==> src/rtl/alu_pkg.sv <==
// Shared ALU function codes and widths for the RV32I core.
// Codes are {funct7[5], funct3}, so the decoder can select a function by name.
package alu_pkg;

    localparam int FN_W = 4;

    localparam logic [FN_W-1:0] ALU_ADD  = 4'h0;
    localparam logic [FN_W-1:0] ALU_SLL  = 4'h1;
    localparam logic [FN_W-1:0] ALU_SLT  = 4'h2;
    localparam logic [FN_W-1:0] ALU_SLTU = 4'h3;
    localparam logic [FN_W-1:0] ALU_XOR  = 4'h4;
    localparam logic [FN_W-1:0] ALU_SRL  = 4'h5;
    localparam logic [FN_W-1:0] ALU_OR   = 4'h6;
    localparam logic [FN_W-1:0] ALU_AND  = 4'h7;
    localparam logic [FN_W-1:0] ALU_SUB  = 4'h8;
    localparam logic [FN_W-1:0] ALU_SRA  = 4'hD;

endpackage

==> src/rtl/alu_shifter.sv <==
// Combinational log-stage barrel shifter for SLL/SRL/SRA.
// Left shifts reuse the right-shift stages by bit-reversing the data on the way in and out.
module alu_shifter #(
    parameter int WIDTH = 32,
    parameter int SHW   = $clog2(WIDTH)
) (
    input  logic [WIDTH-1:0] data,
    input  logic [SHW-1:0]   shamt,
    input  logic             dir,     // 1 = right, 0 = left
    input  logic             arith,   // replicate sign bit on right shifts
    output logic [WIDTH-1:0] result
);

    logic [WIDTH-1:0] w_stage [0:SHW];
    logic             w_fill;

    assign w_fill = arith & dir & data[WIDTH-1];

    genvar gi;
    generate
        for (gi = 0; gi < WIDTH; gi++) begin : g_rev_in
            assign w_stage[0][gi] = dir ? data[gi] : data[WIDTH-1-gi];
        end

        for (gi = 0; gi < SHW; gi++) begin : g_stage
            localparam int SH = 1 << gi;
            assign w_stage[gi+1] = shamt[gi] ? {{SH{w_fill}}, w_stage[gi][WIDTH-1:SH]}
                                             : w_stage[gi];
        end

        for (gi = 0; gi < WIDTH; gi++) begin : g_rev_out
            assign result[gi] = dir ? w_stage[SHW][gi] : w_stage[SHW][WIDTH-1-gi];
        end
    endgenerate

endmodule

==> src/rtl/alu_core.sv <==
// Registered RV32I integer ALU: one result per clock, 1-cycle latency.
// Compares share the subtractor; zero is derived from the same next-state value as out.
module alu_core
    import alu_pkg::*;
#(
    parameter int WIDTH = 32
) (
    input  logic             clk,
    input  logic             rst_n,
    input  logic [WIDTH-1:0] x,
    input  logic [WIDTH-1:0] y,
    input  logic [FN_W-1:0]  fn,
    output logic [WIDTH-1:0] out,
    output logic             zero
);

    localparam int SHW = $clog2(WIDTH);

    logic             w_use_sub;
    logic [WIDTH-1:0] w_y_op;
    logic [WIDTH-1:0] w_sum;
    logic             w_carry;
    logic             w_slt;
    logic             w_sltu;
    logic [WIDTH-1:0] w_shift;
    logic [WIDTH-1:0] w_result;
    logic [WIDTH-1:0] r_out;
    logic             r_zero;

    // Everything except ADD needs x - y (SUB, SLT, SLTU); x + ~y + 1.
    assign w_use_sub = (fn != ALU_ADD);
    assign w_y_op    = w_use_sub ? ~y : y;
    assign {w_carry, w_sum} = {1'b0, x} + {1'b0, w_y_op} + (WIDTH+1)'(w_use_sub);

    // Signed: when signs differ, x is less iff x is negative; otherwise the difference sign decides.
    assign w_slt  = (x[WIDTH-1] != y[WIDTH-1]) ? x[WIDTH-1] : w_sum[WIDTH-1];
    assign w_sltu = ~w_carry;

    alu_shifter #(
        .WIDTH (WIDTH),
        .SHW   (SHW)
    ) u_shifter (
        .data   (x),
        .shamt  (y[SHW-1:0]),
        .dir    (fn[2]),
        .arith  (fn[3]),
        .result (w_shift)
    );

    always_comb begin
        w_result = '0;
        case (fn)
            ALU_ADD,
            ALU_SUB:  w_result = w_sum;
            ALU_SLL,
            ALU_SRL,
            ALU_SRA:  w_result = w_shift;
            ALU_SLT:  w_result = WIDTH'(w_slt);
            ALU_SLTU: w_result = WIDTH'(w_sltu);
            ALU_XOR:  w_result = x ^ y;
            ALU_OR:   w_result = x | y;
            ALU_AND:  w_result = x & y;
            default:  w_result = '0;
        endcase
    end

    always_ff @(posedge clk or negedge rst_n) begin
        if (!rst_n) begin
            r_out  <= '0;
            r_zero <= 1'b1;
        end else begin
            r_out  <= w_result;
            r_zero <= (w_result == '0);
        end
    end

    assign out  = r_out;
    assign zero = r_zero;

endmodule

==> config.mk <==
export PLATFORM = sky130hd
export DESIGN_NAME = alu_core
export DESIGN_NICKNAME = d
export VERILOG_FILES = /design/src/rtl/alu_pkg.sv /design/src/rtl/alu_shifter.sv /design/src/rtl/alu_core.sv
export SDC_FILE = /design/constraint.sdc
export NUM_CORES = 1
export LEC_CHECK = 0
export ABC_AREA = 1
export CAP_MARGIN = 20
export CORE_UTILIZATION = 55
export DETAILED_ROUTE_END_ITERATION = 10
export PLACE_DENSITY = 0.79
export REMOVE_ABC_BUFFERS = 1
export SETUP_SLACK_MARGIN = 0.5
export SYNTH_ARGS = -nofsm -noshare
export SYNTH_HDL_FRONTEND = slang
export SYNTH_SLANG_ARGS = --single-unit
==> constraint.sdc <==
create_clock -name clk -period 0.8 [get_ports clk]
set_input_delay 0.12 -clock clk [delete_from_list [all_inputs] [get_ports clk]]
set_output_delay 0.12 -clock clk [all_outputs]
set_load 0.01 [all_outputs]
==> results of run 1 <==
cell usage after synthesis (2+ instances only):
| cell | n | area share |
|---|---|---|
| nand2_1 | 399 | 0.19 |
| nand3_1 | 324 | 0.20 |
| inv_1 | 127 | 0.060 |
| nor2_1 | 121 | 0.057 |
| ha_1 | 95 | 0.15 |
| a21oi_1 | 48 | 0.030 |
| buf_2 | 37 | 0.023 |
| dfrtp_1 | 32 | 0.10 |
| o21ai_0 | 31 | 0.019 |
| xor2_1 | 31 | 0.034 |
| nand3_2 | 27 | 0.034 |
| a221oi_1 | 23 | 0.025 |
| clkbuf_1 | 11 | 0.0052 |
| buf_1 | 8 | 0.0038 |
| nand2_2 | 7 | 0.0055 |
| o211ai_1 | 7 | 0.0066 |
| buf_4 | 6 | 0.0056 |
| nor3_1 | 6 | 0.0038 |
| or2_2 | 6 | 0.0047 |
| nand3b_1 | 5 | 0.0047 |
| nand4_1 | 4 | 0.0031 |
| nor4_1 | 4 | 0.0031 |
| a21o_1 | 3 | 0.0028 |
| nand2_4 | 3 | 0.0042 |
| a211oi_1 | 2 | 0.0019 |
| a21boi_0 | 2 | 0.0019 |
| a31oi_1 | 2 | 0.0016 |
| buf_6 | 2 | 0.0028 |
| inv_2 | 2 | 0.00094 |
| o21bai_1 | 2 | 0.0019 |
per-layer routing:
layer  GRT overflow  global-route usage
met5              4              0.5174
met4            399               1.271
met3             35              0.7667
met2           2128               1.740
met1             32              0.9205
timing repair:
action,CTS
buffers inserted,39
endpoints found under the setup margin,99
cloned,4
endpoints found under the hold margin,7
resized for setup,376
pin swaps,102
logic make-up after synthesis:
| group | after synthesis | share of synthesized area |
|---|---|---|
| adder cells (fa/ha/maj) | 96 | 0.1512 |
| flip-flops | 33 | 0.1035 |
| XOR/XNOR | 32 | 0.03506 |
| AND/OR/NAND/NOR | 910 | 0.5132 |
| AO/OA/AOI/OAI | 122 | 0.09297 |
| buffers and inverters | 195 | 0.1041 |
stage by stage:
stage	hold slack (ns)	util	instance area, sq um	cells
after detailed placement	0.5108	0.7845	11020	1865
after floorplan	-0.1756	-	7650	1323
after global placement	0.5025	0.7845	11020	1865
after CTS	-0.002384	0.8634	12120	1916
==> key figures, run 1 <==
Floorplanning
  – Core Rows: 43
  – I/O pins: just over 100
  – Die H: ~120 um
  – Starting density of the core: 0.5693
  – Die X-Extent: 122.6 um

Placement
  – # port buffers: 102
  – Gp weighted congestion: 1.067
  – Final HPWL DP: 29300 um
  – Post-Place Worst Slack: -2.790 ns

GRT
  – GR Overflow Total: approximately 2.6k
  – Largest net degree at the start of global routing: 35
  – Overall routing resource usage: 1.152

Synth
  – Netlist cell types: just over 40
  – Synthesis-stage register bit count: 33
  – Yosys warns: 0
  – Post-synth EDFFs: 0
  – Syn Inst Count: 1388
  – Mapped cell area: 0.007994 sq mm
  – FFs w/ async S/R, synth: 1.000
  – Post-synthesis sequential area ratio: 0.1035
  – Mapped Avg Cell Area: 5.759 sq um
  – Most used DFF post-synth: dfrtp_1

Status
  – Outcome: aborted with a tool error
  – Exit stage: global routing
  – Log Error: [ERROR GRT-0232] Routing congestion too high. Check the congestion heatmap in the GUI.

Clocking
  – Root buf cell: clkbuf_16
  – Clock sinks: 33
  – CTS Buffer Depth: 2
  – Num CTS Buffers: 5
  – H-tree levels: 2

STA
  – Worst EP Category: sequential cell input
  – End pin of the worst setup path after global-route repair: zero$_DFF_PN1_/D
==> inputs of run 2 (changes only) <==
--- a/config.mk
+++ b/config.mk
@@ -7,11 +7,10 @@
 export LEC_CHECK = 0
 export ABC_AREA = 1
 export CAP_MARGIN = 20
-export CORE_UTILIZATION = 55
+export CORE_UTILIZATION = 40
 export DETAILED_ROUTE_END_ITERATION = 10
-export PLACE_DENSITY = 0.79
+export PLACE_DENSITY_LB_ADDON = 0.15
 export REMOVE_ABC_BUFFERS = 1
-export SETUP_SLACK_MARGIN = 0.5
 export SYNTH_ARGS = -nofsm -noshare
 export SYNTH_HDL_FRONTEND = slang
 export SYNTH_SLANG_ARGS = --single-unit
==> run 2 against run 1 <==
Compared with the run above: synthesized cell count did not move; the flow now finishes, with violations (setup timing); area after synthesis did not move.
==> key figures, run 2 <==
GRT
  – Initial antenna violation count: 1
  – GR Overflow Total: 0
  – Overall routing resource usage: 0.3731
  – Vias in the first global route: slightly above 10k
  – Largest net degree at the start of global routing: 43
  – First-pass GRT wire length: about 58000 um

Worst setup path
  – CP startpoint kind: primary input
  – Critical-path cell list: buf_8 > nor2_4 > nand2_8 > buf_12 > buf_12 > xor2_4 > ha_4 > nand2_4 > nor2_4 > inv_4 > nor3_4 > nand2_2 > nand2_2 > buf_6 > nand2_4 > nand3_2 > nand3_2 > nand2_1 > inv_1 > nor2_2 > nand3_2 > nor2_4 > nand2_1 > nor2_1
  – CP peak stage delay: 0.35 ns
  – Critical path depth: 24
  – Top cell family by delay on the critical path: simple AND/OR/NAND/NOR gates
  – Max FO, Critical Path: 6
  – Sum of buffers and inverters on the critical path: 6
  – Worst path required time: between 1 and 1.5 ns
  – WP data arrival: roughly 3 ns
  – Slowest cell on crit path: ha_4
  – CP Class: primary input to flip-flop
  – Critical path endpoint category: flip-flop
  – CP Launch Point: fn[3]

Power
  – Comb pwr share: 0.716
  – PD cells: 1048 mW/mm^2
  – Net Switching: between 6 and 7 mW
  – Clock power frac: 0.148
  – Switching Share: 0.4621
  – Leakage: roughly 7.0 nW
  – Pint: about 7.6 mW
  – Peak VDD IR: roughly 0.00085 V
  – Flop pwr share: 0.136
  – Final Power: between 10 and 15 mW

Floorplanning
  – I/O pins: ~100
  – Die area: ~0.021 sq mm
  – Core area: roughly 0.020 sq mm
  – Die H: 143.4 um
  – Starting density of the core: 0.4094
  – Die X-Extent: 143.4 um
  – Core Rows: between 50 and 60

Synth
  – Area share of the largest cell type after synthesis: 0.2028
  – Most instantiated cells after synthesis: nand2_1, nand3_1, inv_1, nor2_1, ha_1
  – Post-synthesis sequential area ratio: 0.1035
  – Syn Inst Count: about 1.4k
  – Netlist cell types: 41
  – Most used DFF post-synth: dfrtp_1
  – Mapped cell area: 0.007994 sq mm
  – Biggest area consumer among synthesized cells: nand3_1
  – Synth area leaders: nand3_1, nand2_1, ha_1
  – Synthesis-stage register bit count: 33
  – Post-synth EDFFs: 0
  – Yosys warns: 0
  – FFs w/ async S/R, synth: 1.000
  – Most common cell in the synthesized netlist: nand2_1
  – Mapped Avg Cell Area: 5.759 sq um

Clocking
  – Num CTS Buffers: 5
  – Root buf cell: clkbuf_16
  – CTS Buffer Depth: 2
  – H-tree levels: 2
  – Clock sinks: 33
  – CTS clk-pin slew, worst paths: approximately 0.060 ns
  – CTS tree: done

Detailed routing
  – Metal1 wirelength: 17380 um
  – Overall routed net length: just under 40000 um
  – Max Used Layer: met5
  – DR vias: between 10k and 15k
  – WL met3: around 2700 um
  – Vias per std cell: approximately 5.5
  – WL met2: ~17000 um
  – First drt pass iteration count: 7
  – Antenna Nets Post-Route: 0
  – Per-cell routed wire length: 19.56 um
  – Drc violations: 0
  – Initial DRC Count: 1071

Finish
  – Fill cells: ~1.8k
  – Multi-input gate area: 0.007811 sq mm
  – Commonest cells after routing, fill and taps aside: nand2_1, nand3_1, buf_4
  – Nets@finish: around 1.9k
  – Fin area: between 0.01 and 0.015 sq mm
  – Register Area: 827.0 sq um
  – Ant diodes: 0
  – Largest register FFs: 32
  – Share of post-route cells with drive strength above 1: 0.3904
  – Layout area overhead: 68.79%
  – Most common cell after layout, fill and taps aside: nand2_1

STA
  – Period utilization: 3.479
  – Setup Viol. Count Final: 66
  – Fin. Hold Viols: 0
  – RSZ-0062 raised after global routing: yes
  – Worst relative slew slack: 0.6341
  – Hold WS: 0.3134 ns
  – Final WS setup: -1.983 ns
  – Max Freq: approximately 360 MHz
  – Slew @ Worst Pin: 0.5489 ns
  – Clock period minus worst slack: between 2 and 3 ns
  – Fin. max-slew vios: 0

Flow run
  – Max-cap violations: 0

Placement
  – Final HPWL DP: 30310 um
  – Placed Area: 0.01117 sq mm
  – # port buffers: ~100
  – Gp weighted congestion: roughly 1.0

Min path
  – Worst min-delay path class: primary input to asynchronous set/reset pin

Status
  – Outcome: finished with violations
  – Failing checks: setup timing
[run 2: tightest hold or removal path, stage by stage]
cell,delay [ns]
dlygate4sd3_1,0.52
buf_2,0.14
buf_4,0.16
[run 2: through the flow]
stage	setup slack, ns	instances	setup TNS, ns	util
global placement	-2.702	1960	-77.84	0.5722
global route	-2.085	2022	-57.31	0.6910
detailed placement	-2.723	1960	-77.23	0.5722
finish	-1.983	2022	-54.34	0.6910
CTS	-1.910	2007	-51.84	0.6375
floorplan	-2.367	1323	-64.15	-
[run 2: layout make-up]
cell class / count / area share
clock buffer: 8 / 0.01085
sequential: 33 / 0.06129
inverter: 130 / 0.03635
multi-input combinational: 1160 / 0.5789
tap: 265 / 0.02457
timing repair buffer: 426 / 0.2880
[run 2: how the worst max path moves through the flow]
| stage | end | slack (ns) |
|---|---|---|
| after floorplan | zero$_DFF_PN1_ | -2.37 |
| after global placement | zero$_DFF_PN1_ | -2.70 |
| after detailed placement | zero$_DFF_PN1_ | -2.72 |
| after CTS | zero$_DFF_PN1_ | -1.91 |
| after global routing | zero$_DFF_PN1_ | -2.08 |
| final | zero$_DFF_PN1_ | -1.98 |
[run 2: routing by layer]
| layer | global-route usage | vias up |
|---|---|---|
| met3 | 0.04865 | 97 |
| met5 | 0 | - |
| met2 | 0.5754 | 497 |
| met4 | 0.1758 | 2 |
| met1 | 0.5119 | 5196 |
| li1 | - | 5374 |
[run 2: power groups by stage]
stage | registers (mW) | clock network (mW) | logic (mW)
after floorplan | 2.05 | 0 | 3.49
after global placement | 1.95 | 0 | 7.64
after detailed placement | 1.95 | 0 | 7.70
after CTS | 1.92 | 2.12 | 8.85
after global routing | 1.94 | 2.17 | 10.8
final | 1.92 | 2.09 | 10.1
[run 2: what timing repair did]
item	CTS	global route
gates cloned	3	0
pin swaps	109	90
endpoints found under the setup margin	66	66
setup buffers	40	28
hold endpoints to repair	32	0
resized for setup	429	222
hold buffers	1	0
[run 2: logic make-up after synthesis]
kind of cell	share of synthesized area
AND/OR/NAND/NOR	0.5132
buffers and inverters	0.1041
XOR/XNOR	0.03506
adder cells (fa/ha/maj)	0.1512
AO/OA/AOI/OAI	0.09297
flip-flops	0.1035
Note: power is estimated with default switching activity, not from simulation.
==> inputs of run 3 (changes only) <==
--- a/config.mk
+++ b/config.mk
@@ -11,6 +11,7 @@
 export DETAILED_ROUTE_END_ITERATION = 10
 export PLACE_DENSITY_LB_ADDON = 0.15
 export REMOVE_ABC_BUFFERS = 1
+export SKIP_LAST_GASP = 1
 export SYNTH_ARGS = -nofsm -noshare
 export SYNTH_HDL_FRONTEND = slang
 export SYNTH_SLANG_ARGS = --single-unit
==> run 3 against run 2 <==
Compared with the run above: the run still ends with setup timing left; critical path depth grew 1; first-iteration DRC count decreased by 9.5%; final cell count about the same; combinational power about the same; utilization decreased by 1.6 points; die area stayed put; count of clock-buffer cells in the layout unchanged; setup slack improved by 0.038 ns; hold slack got worse by 0.0011 ns; routed wire length fell by 2.2%; clock power barely moved; final area fell by 2.3%; largest cell class unchanged; largest power group unchanged.
==> key figures, run 3 (synthesis results as in run 2) <==
Status
  – Outcome: finished with violations
  – Failing checks: setup timing

Finish
  – Cell Count, Final, Fillers Out: a little over 2k
  – Register Area: around 830 sq um
  – Most common cell after layout, fill and taps aside: nand2_1
  – Ant diodes: 0
  – Fill cells: 1811
  – Nets@finish: a little under 2k
  – Multi-input gate area: ~0.0076 sq mm
  – Commonest cells after routing, fill and taps aside: nand2_1, nand3_1, buf_4
  – Share of post-route cells with drive strength above 1: 0.3754
  – Layout area overhead: 64.94%
  – Largest register FFs: 32
  – Core Util, Final: 0.6753
  – Fin area: ~0.013 sq mm

GRT
  – Largest net degree at the start of global routing: 43
  – Initial antenna violation count: 0
  – GR Overflow Total: 0
  – First-pass GRT wire length: 57310 um
  – Vias in the first global route: roughly 10k
  – Overall routing resource usage: 0.3709

STA
  – Slew @ Worst Pin: between 0.5 and 0.6 ns
  – Total negative slack: -53.79 ns
  – Fin. Hold Viols: 0
  – Worst relative slew slack: 0.6606
  – Setup Viol. Count Final: between 60 and 70
  – RSZ-0062 raised after global routing: yes
  – Final WS setup: -1.945 ns
  – Fin. max-slew vios: 0
  – Period utilization: 3.431
  – Clock period minus worst slack: approximately 2.7 ns
  – Max Freq: around 360 MHz

Floorplanning
  – Die H: 143.4 um
  – Die X-Extent: between 100 and 150 um
  – Core area: 0.01953 sq mm
  – Die area: 0.02055 sq mm
  – Core Rows: between 50 and 60
  – I/O pins: between 100 and 150
  – Starting density of the core: 0.4094

Power
  – PD cells: between 1000 and 1500 mW/mm^2
  – Peak VDD IR: between 0.0008 and 0.0009 V
  – Leakage: slightly below 7 nW

Worst setup path
  – Critical path endpoint category: flip-flop
  – CP Class: primary input to flip-flop
  – Max FO, Critical Path: 6
  – WP data arrival: about 3 ns
  – Worst path required time: roughly 1.0 ns
  – CP startpoint kind: primary input

Clocking
  – Num CTS Buffers: 5
  – CTS tree: done
  – Clock sinks: 33
  – CTS Buffer Depth: 2
  – Root buf cell: clkbuf_16
  – H-tree levels: 2
  – CTS clk-pin slew, worst paths: 0.06 ns

Detailed routing
  – Overall routed net length: about 39000 um
  – Vias per std cell: 5.488
  – Antenna Nets Post-Route: 0
  – Per-cell routed wire length: around 19 um
  – Initial DRC Count: between 900 and 1k
  – DR vias: between 10k and 15k
  – Drc violations: 0
  – First drt pass iteration count: 6

Placement
  – Final HPWL DP: between 30000 and 40000 um
  – Placed Area: roughly 0.011 sq mm
  – Gp weighted congestion: approximately 1
  – # port buffers: between 100 and 150
  – Placed cells: slightly below 2k

Min path
  – Worst min-delay path class: primary input to asynchronous set/reset pin

Flow run
  – Max-cap violations: 0
run 3: path summary, 6_finish.rpt:
kind                       start                end  slack, ns  cells after the start
max                        fn[3]     zero$_DFF_PN1_      -1.94                     25
min                        rst_n  out[24]$_DFF_PN0_       0.31                      3
min in group clk           fn[2]  out[10]$_DFF_PN0_       0.52                      6
max in group asynchronous  rst_n     zero$_DFF_PN1_       0.21                      3
run 3: routing by layer:
| layer | GRT usage | vias to the layer above | wire length (um) |
|---|---|---|---|
| li1 | - | 5368 | - |
| met1 | 0.5078 | 5174 | 17310 |
| met2 | 0.5738 | 474 | 16770 |
| met3 | 0.05265 | 86 | 2677 |
| met4 | 0.1669 | 0 | 1925 |
| met5 | 0 | - | 0 |
run 3: critical path, cell delays in order:
cell     delay, ns
buf_8         0.10
nor2_4        0.17
nand2_8       0.13
buf_12        0.18
buf_12        0.13
xor2_4        0.15
ha_4          0.35
nand2_4       0.08
buf_4         0.14
o21ai_2       0.13
inv_1         0.07
nand2_2       0.11
inv_1         0.08
nand2_4       0.09
buf_6         0.10
nand2_4       0.07
nand3_2       0.08
nand3_2       0.05
nand2_1       0.06
inv_1         0.05
nor2_2        0.11
nand3_2       0.10
nor2_4        0.13
nand2_2       0.08
nor2_2        0.11
run 3: layout make-up:
class / instances / area share
repair buffers: 427 / 0.2861
multi-input cells: 1160 / 0.5779
clock buffers: 8 / 0.01110
flip-flops and latches: 33 / 0.06273
well taps: 265 / 0.02515
inverters: 130 / 0.03701
run 3: per-stage QoR:
stage	hold WS (ns)	setup WS [ns]	total power [mW]
detailed placement	0.08675	-2.723	9.648
CTS	0.3152	-1.910	12.73
floorplan	-0.1756	-2.367	5.543
finish	0.3123	-1.945	13.81
global placement	0.08220	-2.702	9.585
global route	0.3243	-2.081	14.60
run 3: where the power goes:
group          leakage, nW  internal, mW  switching (mW)
clock               0.0712          1.25           0.849
combinational         6.43          4.36            5.43
sequential           0.425          1.86          0.0585
total                 6.93          7.47            6.34
run 3: what timing repair did:
item	4_1_cts	5_1_grt
pin swaps	108	76
hold buffers	1	0
resized for setup	395	179
setup buffers	40	20
hold endpoints to repair	32	0
cloned	3	0
setup endpoints to repair	66	66
==> inputs of run 4 (changes only) <==
==> constraint.sdc (replaced) <==
create_clock -name clk -period 0.8 [get_ports clk]
set_input_delay 0.16 -clock clk [delete_from_list [all_inputs] [get_ports clk]]
set_output_delay 0.16 -clock clk [all_outputs]
set_load 0.01 [all_outputs]
==> run 4 against run 3 <==
Compared with the run above: the run still ends with setup timing left; utilization fell by 0.75 points; sequential share of layout area rose by 0.070 points; global-route usage rose by 0.11 points; critical endpoint unchanged; via count rose by 0.22%; hold slack improved by 0.049 ns; die area did not move; final cell count fell by 0.20%; routed wire length rose by 0.48%.
==> key figures, run 4 (synthesis results as in run 2) <==
Clocking
  – CTS tree: done
  – Clock sinks: 33
  – Num CTS Buffers: 5
  – CTS clk-pin slew, worst paths: around 0.060 ns
  – Root buf cell: clkbuf_16
  – H-tree levels: 2
  – CTS Buffer Depth: 2

Detailed routing
  – Per-cell routed wire length: 19.25 um
  – Overall routed net length: about 40000 um
  – Initial DRC Count: between 1k and 1.5k
  – DR vias: approximately 11k
  – Antenna Nets Post-Route: 0
  – Drc violations: 0
  – Vias per std cell: about 5.5
  – First drt pass iteration count: 6

Finish
  – Share of post-route cells with drive strength above 1: 0.3660
  – Nets@finish: ~1.9k
  – Multi-input gate area: approximately 0.0075 sq mm
  – Layout area overhead: 63.11%
  – Largest register FFs: 32
  – Fill cells: around 1.8k
  – Fin area: around 0.013 sq mm
  – Ant diodes: 0
  – Register Area: 827.0 sq um
  – Commonest cells after routing, fill and taps aside: nand2_1, nand3_1, buf_4
  – Most common cell after layout, fill and taps aside: nand2_1
  – Cell Count, Final, Fillers Out: between 2k and 2.5k

GRT
  – GR Overflow Total: 0
  – Overall routing resource usage: 0.3721
  – Initial antenna violation count: 0
  – Largest net degree at the start of global routing: slightly above 50
  – Vias in the first global route: 10.21k
  – First-pass GRT wire length: just under 60000 um

STA
  – Setup Viol. Count Final: between 60 and 70
  – Fin. max-slew vios: 0
  – Clock period minus worst slack: about 2.9 ns
  – Final WS setup: -2.067 ns
  – RSZ-0062 raised after global routing: yes
  – Slew @ Worst Pin: between 0.4 and 0.5 ns
  – Worst relative slew slack: 0.6849
  – Period utilization: 3.584
  – Fin. Hold Viols: 0
  – Max Freq: 348.8 MHz

Floorplanning
  – Core area: ~0.020 sq mm
  – Die area: approximately 0.021 sq mm
  – Die X-Extent: roughly 140 um
  – Starting density of the core: 0.4094
  – Core Rows: between 50 and 60
  – I/O pins: between 100 and 150
  – Die H: approximately 140 um

Status
  – Failing checks: setup timing
  – Outcome: finished with violations

Flow run
  – Max-cap violations: 0

Power
  – PD cells: roughly 1100 mW/mm^2
  – Leakage: about 6.7 nW
  – Peak VDD IR: ~0.001 V

Worst setup path
  – CP Class: primary input to flip-flop
  – CP peak stage delay: between 0.4 and 0.5 ns
  – Slowest cell on crit path: ha_2
  – Critical-path cell list: buf_8 > nor2_4 > nand2_8 > buf_16 > xor2_1 > ha_2 > nand2_2 > o21ai_2 > nand2_1 > nand2_2 > inv_1 > nand2_2 > a21oi_1 > o21ai_1 > buf_4 > nand3_1 > nor2_1 > nand2_1 > nor2_2 > nand2_1 > nor2_1
  – CP startpoint kind: primary input
  – Worst path required time: around 1.0 ns
  – Critical path endpoint category: flip-flop
  – Max FO, Critical Path: 6
  – WP data arrival: 3.08 ns

Min path
  – Worst min-delay path class: primary input to asynchronous set/reset pin

Placement
  – Final HPWL DP: between 30000 and 40000 um
  – Gp weighted congestion: 1.001
  – Placed cells: 1953
  – # port buffers: 102
  – Placed Area: ~0.011 sq mm
## run 4: stage by stage
step	hold WS [ns]	power, mW	setup TNS [ns]	setup WS (ns)	util
floorplan	-0.1356	5.543	-65.47	-2.407	-
global placement	0.1252	9.612	-79.98	-2.702	0.5714
detailed placement	0.1310	9.632	-80.38	-2.789	0.5714
CTS	0.3652	12.65	-55.03	-1.950	0.6155
global route	0.4026	14.81	-60.58	-2.187	0.6678
finish	0.3610	14.05	-57.21	-2.067	0.6678
## run 4: repair_timing
| action | CTS | global route |
|---|---|---|
| hold buffers | 1 | 0 |
| buffers inserted | 31 | 31 |
| endpoints found under the hold margin | 32 | 0 |
| endpoints found under the setup margin | 66 | 66 |
| gates resized for setup | 341 | 205 |
| cloned | 3 | 0 |
| pin swaps | 54 | 91 |
## run 4: critical path, delay by kind of cell
kind	cells	cell delay, ns
and+or+nand+nor	12	1.50
buffers and inverters	4	0.49
xor gates and xnor gates	1	0.16
AOI/OAI and AO/OA	3	0.35
adders and majority gates	1	0.42
## run 4: worst paths after layout
| kind | slack [ns] | startpoint | endpoint | depth (start not counted) |
|---|---|---|---|---|
| max in group asynchronous | 0.17 | rst_n | zero$_DFF_PN1_ | 3 |
| min in group clk | 0.60 | fn[2] | out[10]$_DFF_PN0_ | 6 |
| setup / recovery | -2.07 | fn[1] | zero$_DFF_PN1_ | 21 |
| hold / removal | 0.36 | rst_n | out[24]$_DFF_PN0_ | 3 |
## run 4: routing by layer
layer / wire, um / vias up / GRT usage
li1: - / 5360 / -
met1: 17110 / 5134 / 0.5222
met2: 17510 / 558 / 0.5973
met3: 2757 / 74 / 0.03699
met4: 1493 / 0 / 0.1120
met5: 0 / - / 0
## run 4: area by class of cell
cell class / count / area share
multi-input combinational: 1160 / 0.5752
sequential: 33 / 0.06343
timing repair buffer: 423 / 0.2849
clock inverter: 1 / 0.002303
inverter: 130 / 0.03781
clock buffer: 7 / 0.01094
tap: 265 / 0.02543
## run 4: where the power goes
part	internal, mW	leakage [nW]	switching [mW]	total (mW)
sequential	1.86	0.425	0.0501	1.91
combinational	4.34	6.24	5.45	9.79
clock	1.56	0.0841	0.787	2.35
